===== src/rtl/random_square_ctrl_if.sv =====
// Position offer channel between the square sequencer and the pixel drawing stage.
interface random_square_ctrl_if;
    logic        pos_valid;
    logic        pos_ready;
    logic [4:0]  cell_x;
    logic [4:0]  cell_y;
    logic [11:0] xpos;
    logic [11:0] ypos;

    modport master (
        output pos_valid,
        output cell_x,
        output cell_y,
        output xpos,
        output ypos,
        input  pos_ready
    );

    modport slave (
        input  pos_valid,
        input  cell_x,
        input  cell_y,
        input  xpos,
        input  ypos,
        output pos_ready
    );
endinterface


===== src/rtl/random_square_ctrl.sv =====
// Picks a new random grid cell every FRAMES_PER_MOVE frames from a free-running
// Galois LFSR and offers its pixel origin to the drawing stage via valid/ready.
module random_square_ctrl #(
    parameter int          CELL_SIZE       = 32,
    parameter int          CELLS_X         = 32,
    parameter int          CELLS_Y         = 24,
    parameter int          FRAMES_PER_MOVE = 60,
    parameter logic [15:0] LFSR_SEED       = 16'hACE1
) (
    input  logic                        clk,
    input  logic                        rst,
    input  logic                        en,
    input  logic                        vblnk,
    input  logic                        seed_load,
    input  logic [15:0]                 seed,
    output logic                        busy,
    random_square_ctrl_if.master        pos
);

    localparam int              SHIFT     = $clog2(CELL_SIZE);
    localparam int              CNT_W     = (FRAMES_PER_MOVE > 1) ? $clog2(FRAMES_PER_MOVE) : 1;
    localparam logic [CNT_W-1:0] CNT_LAST = CNT_W'(FRAMES_PER_MOVE - 1);
    localparam logic [4:0]      X_LAST    = 5'(CELLS_X - 1);
    localparam logic [15:0]     LFSR_MASK = 16'hB400;

    typedef enum logic [1:0] {
        S_IDLE,
        S_WAIT,
        S_DRAW,
        S_OFFER
    } state_t;

    state_t           state, state_n;
    logic [15:0]      lfsr, lfsr_shift;
    logic             vblnk_d;
    logic             frame_edge;
    logic [CNT_W-1:0] frame_cnt, frame_cnt_n;
    logic [2:0]       retry, retry_n;
    logic             force_pick, force_pick_n;
    logic [4:0]       cell_x, cell_y, cell_x_n, cell_y_n;
    logic [11:0]      xpos, ypos, xpos_n, ypos_n;
    logic [4:0]       next_x;
    logic [4:0]       cand_x, cand_y;
    logic             cand_ok;

    assign lfsr_shift = (lfsr >> 1) ^ (lfsr[0] ? LFSR_MASK : 16'h0000);
    assign frame_edge = vblnk & ~vblnk_d;

    // After eight straight rejects the candidate is the next column over, same row.
    assign next_x  = (cell_x == X_LAST) ? 5'd0 : cell_x + 5'd1;
    assign cand_x  = force_pick ? next_x : lfsr[4:0];
    assign cand_y  = force_pick ? cell_y : lfsr[9:5];
    assign cand_ok = (32'(cand_x) < CELLS_X) && (32'(cand_y) < CELLS_Y) &&
                     !((cand_x == cell_x) && (cand_y == cell_y));

    always_ff @(posedge clk or negedge rst) begin
        if (!rst) begin
            lfsr    <= LFSR_SEED;
            vblnk_d <= 1'b0;
        end else begin
            vblnk_d <= vblnk;
            if (seed_load) begin
                lfsr <= (seed == '0) ? 16'h0001 : seed;
            end else begin
                lfsr <= lfsr_shift;
            end
        end
    end

    always_ff @(posedge clk or negedge rst) begin
        if (!rst) begin
            state      <= S_IDLE;
            frame_cnt  <= '0;
            retry      <= '0;
            force_pick <= 1'b0;
            cell_x     <= '0;
            cell_y     <= '0;
            xpos       <= '0;
            ypos       <= '0;
        end else begin
            state      <= state_n;
            frame_cnt  <= frame_cnt_n;
            retry      <= retry_n;
            force_pick <= force_pick_n;
            cell_x     <= cell_x_n;
            cell_y     <= cell_y_n;
            xpos       <= xpos_n;
            ypos       <= ypos_n;
        end
    end

    always_comb begin
        state_n      = state;
        frame_cnt_n  = frame_cnt;
        retry_n      = retry;
        force_pick_n = force_pick;
        cell_x_n     = cell_x;
        cell_y_n     = cell_y;
        xpos_n       = xpos;
        ypos_n       = ypos;

        case (state)
            S_IDLE: begin
                if (en) begin
                    state_n     = S_WAIT;
                    frame_cnt_n = '0;
                end
            end
            S_WAIT: begin
                if (frame_edge) begin
                    if (frame_cnt == CNT_LAST) begin
                        frame_cnt_n  = '0;
                        retry_n      = '0;
                        force_pick_n = 1'b0;
                        state_n      = S_DRAW;
                    end else begin
                        frame_cnt_n = frame_cnt + 1'b1;
                    end
                end
            end
            S_DRAW: begin
                if (force_pick || cand_ok) begin
                    cell_x_n     = cand_x;
                    cell_y_n     = cand_y;
                    xpos_n       = 12'(cand_x) << SHIFT;
                    ypos_n       = 12'(cand_y) << SHIFT;
                    retry_n      = '0;
                    force_pick_n = 1'b0;
                    state_n      = S_OFFER;
                end else if (retry == 3'd7) begin
                    force_pick_n = 1'b1;
                end else begin
                    retry_n = retry + 3'd1;
                end
            end
            S_OFFER: begin
                if (pos.pos_ready) begin
                    state_n = S_WAIT;
                end
            end
            default: state_n = S_IDLE;
        endcase

        // Disable wins over any pending accept or transfer; the last position is kept.
        if ((state != S_IDLE) && !en) begin
            state_n      = S_IDLE;
            frame_cnt_n  = '0;
            retry_n      = '0;
            force_pick_n = 1'b0;
            cell_x_n     = cell_x;
            cell_y_n     = cell_y;
            xpos_n       = xpos;
            ypos_n       = ypos;
        end
    end

    assign busy          = (state != S_IDLE);
    assign pos.pos_valid = (state == S_OFFER);
    assign pos.cell_x    = cell_x;
    assign pos.cell_y    = cell_y;
    assign pos.xpos      = xpos;
    assign pos.ypos      = ypos;

endmodule


===== src/flat_wrapper.sv =====
// flat-port wrapper written by rule: the top's interface ports become plain ports
module random_square_ctrl_flat 
#(
    parameter int          CELL_SIZE       = 32,
    parameter int          CELLS_X         = 32,
    parameter int          CELLS_Y         = 24,
    parameter int          FRAMES_PER_MOVE = 60,
    parameter logic [15:0] LFSR_SEED       = 16'hACE1
)
  (clk, rst, en, vblnk, seed_load, seed, busy, pos_pos_valid, pos_cell_x, pos_cell_y, pos_xpos, pos_ypos, pos_pos_ready);
  random_square_ctrl_if pos_i ();
  input  logic clk;
  input  logic rst;
  input  logic en;
  input  logic vblnk;
  input  logic seed_load;
  input  logic [15:0] seed;
  output logic busy;
  output wire logic [$bits(pos_i.pos_valid)-1:0] pos_pos_valid;
  output wire logic [$bits(pos_i.cell_x)-1:0] pos_cell_x;
  output wire logic [$bits(pos_i.cell_y)-1:0] pos_cell_y;
  output wire logic [$bits(pos_i.xpos)-1:0] pos_xpos;
  output wire logic [$bits(pos_i.ypos)-1:0] pos_ypos;
  input wire logic [$bits(pos_i.pos_ready)-1:0] pos_pos_ready;
  assign pos_pos_valid = pos_i.pos_valid;
  assign pos_cell_x = pos_i.cell_x;
  assign pos_cell_y = pos_i.cell_y;
  assign pos_xpos = pos_i.xpos;
  assign pos_ypos = pos_i.ypos;
  assign pos_i.pos_ready = pos_pos_ready;
  random_square_ctrl #(.CELL_SIZE(CELL_SIZE), .CELLS_X(CELLS_X), .CELLS_Y(CELLS_Y), .FRAMES_PER_MOVE(FRAMES_PER_MOVE), .LFSR_SEED(LFSR_SEED)) u_core (.clk(clk), .rst(rst), .en(en), .vblnk(vblnk), .seed_load(seed_load), .seed(seed), .busy(busy), .pos(pos_i));
endmodule

===== config.mk =====
export PLATFORM = sky130hd
export DESIGN_NAME = random_square_ctrl_flat
export DESIGN_NICKNAME = d
export VERILOG_FILES = /design/src/rtl/random_square_ctrl_if.sv /design/src/rtl/random_square_ctrl.sv /design/src/flat_wrapper.sv
export SDC_FILE = /design/constraint.sdc
export NUM_CORES = 1
export LEC_CHECK = 0
export ABC_AREA = 1
export BUFFER_PORTS_ARGS = -buffer_cell sky130_fd_sc_hd__buf_2
export CAP_MARGIN = 0
export CORE_MARGIN = 2
export CORE_UTILIZATION = 39
export CTS_CLUSTER_DIAMETER = 40
export DETAILED_ROUTE_END_ITERATION = 12
export PLACE_DENSITY = 0.7
export SLEW_MARGIN = 5
export SYNTH_ARGS = -nofsm -noshare
export SYNTH_HDL_FRONTEND = slang
export SYNTH_SLANG_ARGS = --single-unit

===== constraint.sdc =====
create_clock -name clk -period 4.4 [get_ports clk]
set_clock_uncertainty 0.15 [all_clocks]
set_input_delay 0 -clock clk [delete_from_list [all_inputs] [get_ports clk]]
set_output_delay 0 -clock clk [all_outputs]
set_load 0.1 [all_outputs]

After elaboration in Yosys (flattened, before gate mapping)
Index checks and enable logic that the tools add are counted.
{"block": "op_classes", "mux": 30, "bitwise_logic": 4, "n_addsub": 3, "reduce_logical": 16, "order_cmp": 1, "eq_ne": 15}
{"operator": "$mux 16", "count": 3}
{"operator": "$mux 6", "count": 4}
{"operator": "$logic_not 16->1", "count": 1}
{"operator": "$xor 15x16->16", "count": 1}
{"operator": "$mux 3", "count": 5}
{"operator": "$mux 5", "count": 3}
{"operator": "$mux 2", "count": 6}
{"operator": "$ne 3x1->1 const B", "count": 4}
{"operator": "$pmux 6 s2", "count": 1}
{"operator": "$eq 5x5->1", "count": 2}
{"operator": "$pmux 2 s4", "count": 1}
{"operator": "$reduce_and 4->1", "count": 2}
{"operator": "$add 6x1->6 const B", "count": 1}
{"operator": "$eq 6x6->1 const B", "count": 1}
{"operator": "$pmux 3 s2", "count": 1}
{"operator": "$reduce_and 3->1", "count": 2}
{"operator": "$reduce_bool 3->1", "count": 2}
{"operator": "$add 5x1->5 const B", "count": 1}
{"operator": "$eq 5x5->1 const B", "count": 1}
{"operator": "$lt 5x5->1 const B", "count": 1}
{"operator": "$mux 1", "count": 5}
{"operator": "$reduce_and 5->1", "count": 1}
{"operator": "$eq 2x2->1 const B", "count": 2}
{"operator": "$ne 4x1->1 const B", "count": 1}
{"operator": "other kinds (13)", "count": 17}
{"block": "totals", "in_bits": 22, "elab_cells": 77, "reg_bits": 39, "out_inout_bits": 36}

Longest topological paths before layout
{"block": "logic_depth", "ltp_word": 11, "depth_mapped": 18, "depth_no_buf": 17}

Worst setup path before layout
OpenSTA, ideal clock, no wires.
{"block": "synth_timing", "path_type": "register to register", "startpoint": "register u_core.cell_x[1], in the netlist u_core.pos.cell_x[1]", "endpoint": "register u_core.cell_x[3], in the netlist u_core.pos.cell_x[3]", "required_time_ns": 4.131, "n_path_buf": 1, "setup_ns": 0.119, "stages_incl_launch_ff": 19, "arrival_time_ns": 2.663, "synth_period_minus_slack_ns": 2.931, "path_slack_ns": 1.469, "path_cell_list": "dfrtp_1 ha_1 nand2_1 nor2_1 ha_1 inv_1 nand2_1 nand3_1 nand2_1 nor2_1 nand2_1 nor2_1 nand3_1 nand2_1 nand2_1 nand2_2 buf_6 nand2_1 o21a_1"}
{"block": "synth_between", "elab_chain_cells": 9, "elab_cells_between_ends": 10, "cone_classes": "add/sub: 1; eq/ne: 2; mux: 2; reduce/logical: 5"}
{"element": "start, declared", "line": "random_square_ctrl.sv:40", "source": "logic [4:0] cell_x, cell_y, cell_x_n, cell_y_n;"}
{"element": "start signal, assigned", "line": "random_square_ctrl.sv:85", "source": "cell_x <= cell_x_n;"}
{"element": "$add 5x1->5 or $eq 5x5->1 (tied branches)", "line": "random_square_ctrl.sv:50", "source": "assign next_x = (cell_x == X_LAST) ? 5'd0 : cell_x + 5'd1;"}
{"element": "$mux 5", "line": "random_square_ctrl.sv:50"}
{"element": "$mux 5", "line": "random_square_ctrl.sv:51", "source": "assign cand_x = force_pick ? next_x : lfsr[4:0];"}
{"element": "$eq 5x5->1", "line": "random_square_ctrl.sv:54", "source": "!((cand_x == cell_x) && (cand_y == cell_y));"}
{"element": "$logic_and 1x1->1", "line": "random_square_ctrl.sv:54"}
{"element": "$logic_not 1->1", "line": "random_square_ctrl.sv:54"}
{"element": "$logic_and 1x1->1", "line": "random_square_ctrl.sv:53", "source": "assign cand_ok = (32'(cand_x) < CELLS_X) && (32'(cand_y) < CELLS_Y) &&"}
{"element": "$logic_or 1x1->1", "line": "random_square_ctrl.sv:122", "source": "if (force_pick || cand_ok) begin"}
{"element": "$reduce_and 3->1 (no source line)"}
Several ways; a longest one is shown, not always the timed one.
A chain may end at the register's enable or synchronous reset.

Worst setup path after layout
{"block": "layout_timing", "startpoint": "register u_core.cell_x[1], in the netlist u_core.pos.cell_x[1]", "endpoint": "register u_core.cell_x[2], in the netlist u_core.pos.cell_x[2]"}
Same word-level chain as after synthesis.

==> reports/metrics.yaml <==
max-cap-violations: 0
finalCriticalPeriod_ns: 2.55
finalSetupViolations: 0
grt_pass1_wl_um: 9540
die_w_um: 82.5
clkTransAtPathRegs_ns: 0.08
fin_tns_setup_ns: 0
rsz0062_at_grt: "no"
drc: 0
cts_setup_buffers: 0
pin_count: 58
peakVddDrop_mv: 0.500
track_usage_pct: 18.5
fp.dieH_um: 82.5
start_util_pct: 40.6
vias: 2246
synth-main-ff-cell: "dfrtp_1"
grt_antenna_before_repair: 0
core_um2: 5920
overflow: 0
ys_warn_count: 0
gp_congestion: 0.827
cts.sink_count: 39
fin_cells: 467
synth-seq-cells: 39
area_growth_pct: 26.1
grt_max_degree: 40
diodes: 0
wl_met2_um: 2630
power_density_nw_per_um2: 664
critPathRequiredTime_ns: 4.44
postSynthAreaPerCell_um2: 7.55
fmax_mhz: 392
cts_tree: "built"
grt_pass1_vias: 2176
cp-startpoint: "u_core.pos.cell_x[1]$_DFFE_PN0P_"
arrival_ns: 2.60
insertion_delay_ns: 0.31
post-route-period-util_pct: 58.0
slew_headroom_pct: 42.1
vias_per_cell: 4.81
reg2reg_to: "u_core.pos.cell_x[2]$_DFFE_PN0P_"
dieArea_um2: 6800
crit_chain: "ha_1 > nand2_1 > nor2_1 > ha_1 > inv_1 > nand2_1 > nand3_1 > nand2_1 > nor2_1 > nand2_1 > nor2_1 > nand3_1 > nand2_1 > nand2_1 > nand2_2 > nand2_1 > o21a_1"
rr_worst_depth: 17
clockRootBuffer: "clkbuf_8"
route.met3.wl_um: 277
status: "completed"
tightest_slew_ns: 0.868
dp_hpwl_um: 3490
ant_nets: 0
cts-buffers-inserted: 5
rrSetupSlack_ns: 1.85
place_inst: 418
hp-class: "in -> reg"
post_drt_wl_per_cell_um: 11.8
cts_resized: 0
fin_ws_ns: 1.85
final-max-slew-violation-count: 0
cpPeakStageDelay_ns: 0.48
cts.hold.buffers_added: 41
netlist_instances: 318
finalHoldViolCount: 0
yosysUniqueCellTypes: 32
ys_seq_area_share_pct: 41.0
cp-start-kind: "flop"
cts.path.max_buffers: 2
portBuffers: 43
end_kind: "flop"
routed_wirelength_um: 5530
syn_area_um2: 2400
htreeDepth: 2
critical_path.endpoint: "u_core.pos.cell_x[2]$_DFFE_PN0P_"
synthArstFlopShare_pct: 100
num-nets-final: 422
leakagePower_nw: 1.56
cp_common_cell: "nand2_1"
cp_max_fo: 20
drive_gt1_share_pct: 17.1
crit_slowest_cell: "dfrtp_1"
synth_edf_count: 0
dp_slack_ns: 1.87
rr_startpoint: "u_core.pos.cell_x[1]$_DFFE_PN0P_"
top_layer: "met4"
initialDrtViolationCount: 92
drt-pass1-iter-count: 4
critPathKind: "reg -> reg"
placement_rows: 28
met1Wirelength_um: 2460
-- per-stage QoR --
stage	utilization, %	hold WS, ns	area (um2)	power, W
6_report	51.2	0.0371	3030	0.00201
5_1_grt	51.2	0.105	3030	0.00215
4_1_cts	51.2	0.0178	3030	0.00202
3_5_place_dp	42.7	-0.0225	2530	0.00173
3_3_place_gp	42.7	-0.0268	2530	0.00171
2_1_floorplan	-	-0.446	2450	0.00161
-- cells in the mapped netlist (2+ instances only) --
cell      count  area share, %
buf_4        25            7.8
nand2_2       2           0.52
nor4_1        5            1.3
nand4_1       3           0.78
dfrtp_1      31             32
a21oi_1       6            1.3
buf_6         3            1.4
nor3_1        3           0.62
inv_1        36            5.6
clkbuf_1      2           0.31
o21ai_1       4           0.83
nand2_1      92             14
nand3_1      25            5.2
or2_2         3           0.78
xnor2_1       2           0.73
o21ai_0      25            5.2
ha_1          9            4.7
dfstp_2       8            8.7
o21a_1        2           0.62
nor2_1       20            3.1
-- layout make-up --
| cell class | count | area, um2 |
|---|---|---|
| clock buffers | 5 | 68.8 |
| clock inverters | 3 | 23.8 |
| fillers | 533 | 2890 |
| inverters | 38 | 143 |
| multi-input cells | 223 | 1090 |
| flip-flops and latches | 39 | 986 |
| well taps | 75 | 93.8 |
| repair buffers | 84 | 626 |
-- worst min-delay path by stage --
stage | depth (start not counted) | endpoint | slack [ns] | startpoint
2_1_floorplan | 0 | u_core.force_pick$_DFFE_PN0P_ | -0.45 | rst
3_3_place_gp | 1 | u_core.vblnk_d$_DFF_PN0_ | -0.03 | vblnk
3_5_place_dp | 1 | u_core.vblnk_d$_DFF_PN0_ | -0.02 | vblnk
4_1_cts | 2 | u_core.lfsr[6]$_DFF_PN1_ | 0.02 | seed_load
5_1_grt | 2 | u_core.lfsr[6]$_DFF_PN1_ | 0.10 | seed_load
6_report | 2 | u_core.lfsr[6]$_DFF_PN1_ | 0.04 | seed_load
-- layout by cell type (no fill, tap or decap), drive strengths merged, types with 3 or more instances in the layout --
cell type / count
nor4: 5
nand2: 94
inv: 38
clkbuf: 5
o21ai: 30
dlygate4sd3: 41
dfstp: 8
ha: 9
dfrtp: 31
nor2: 20
nand3: 25
buf: 43
a21oi: 6
nand4: 3
conb: 14
or2: 3
nor3: 3
-- routing by layer --
layer | track usage [%] | up-vias
met5 | 0 | -
li1 | - | 1127
met1 | 23.0 | 1035
met3 | 3.91 | 13
met4 | 10.0 | 0
met2 | 29.8 | 71
-- cell families (layout without fill, tap and decap cells) --
logic type	count (synthesis)	in the layout	synth area share, %
AND/OR/NAND/NOR	155	155	27.3
buffers and inverters	69	130	15.7
AO/OA/AOI/OAI	42	42	10.0
flip-flops	39	39	41.0
adder cells (fa/ha/maj)	9	9	4.69
XOR/XNOR	3	3	1.09
other	1	14	0.156
-- registers in the layout, summed over array words and instances, names as in the netlist --
signal / flops
u_core.pos.cell_y: 5
u_core.pos.cell_x: 5
u_core.vblnk_d: 1
u_core.state: 2
u_core.frame_cnt: 6
u_core.lfsr: 16
u_core.retry: 3
u_core.force_pick: 1
-- critical path, delay by kind of cell (launching register included) --
| kind | cells | cell delay [ns] |
|---|---|---|
| fa+ha+maj | 2 | 0.47 |
| simple gates | 13 | 1.15 |
| buf+inv | 1 | 0.06 |
| compound gates | 1 | 0.12 |
| flops | 1 | 0.48 |
-- power breakdown --
group | leakage [nW] | switching [W] | internal [W]
clock network | 0.0408 | 0.000143 | 0.000113
registers | 0.480 | 0.0000909 | 0.000435
logic | 1.04 | 0.000995 | 0.000235
total | 1.56 | 0.00123 | 0.000784
Power figures use the tool's default switching activity.
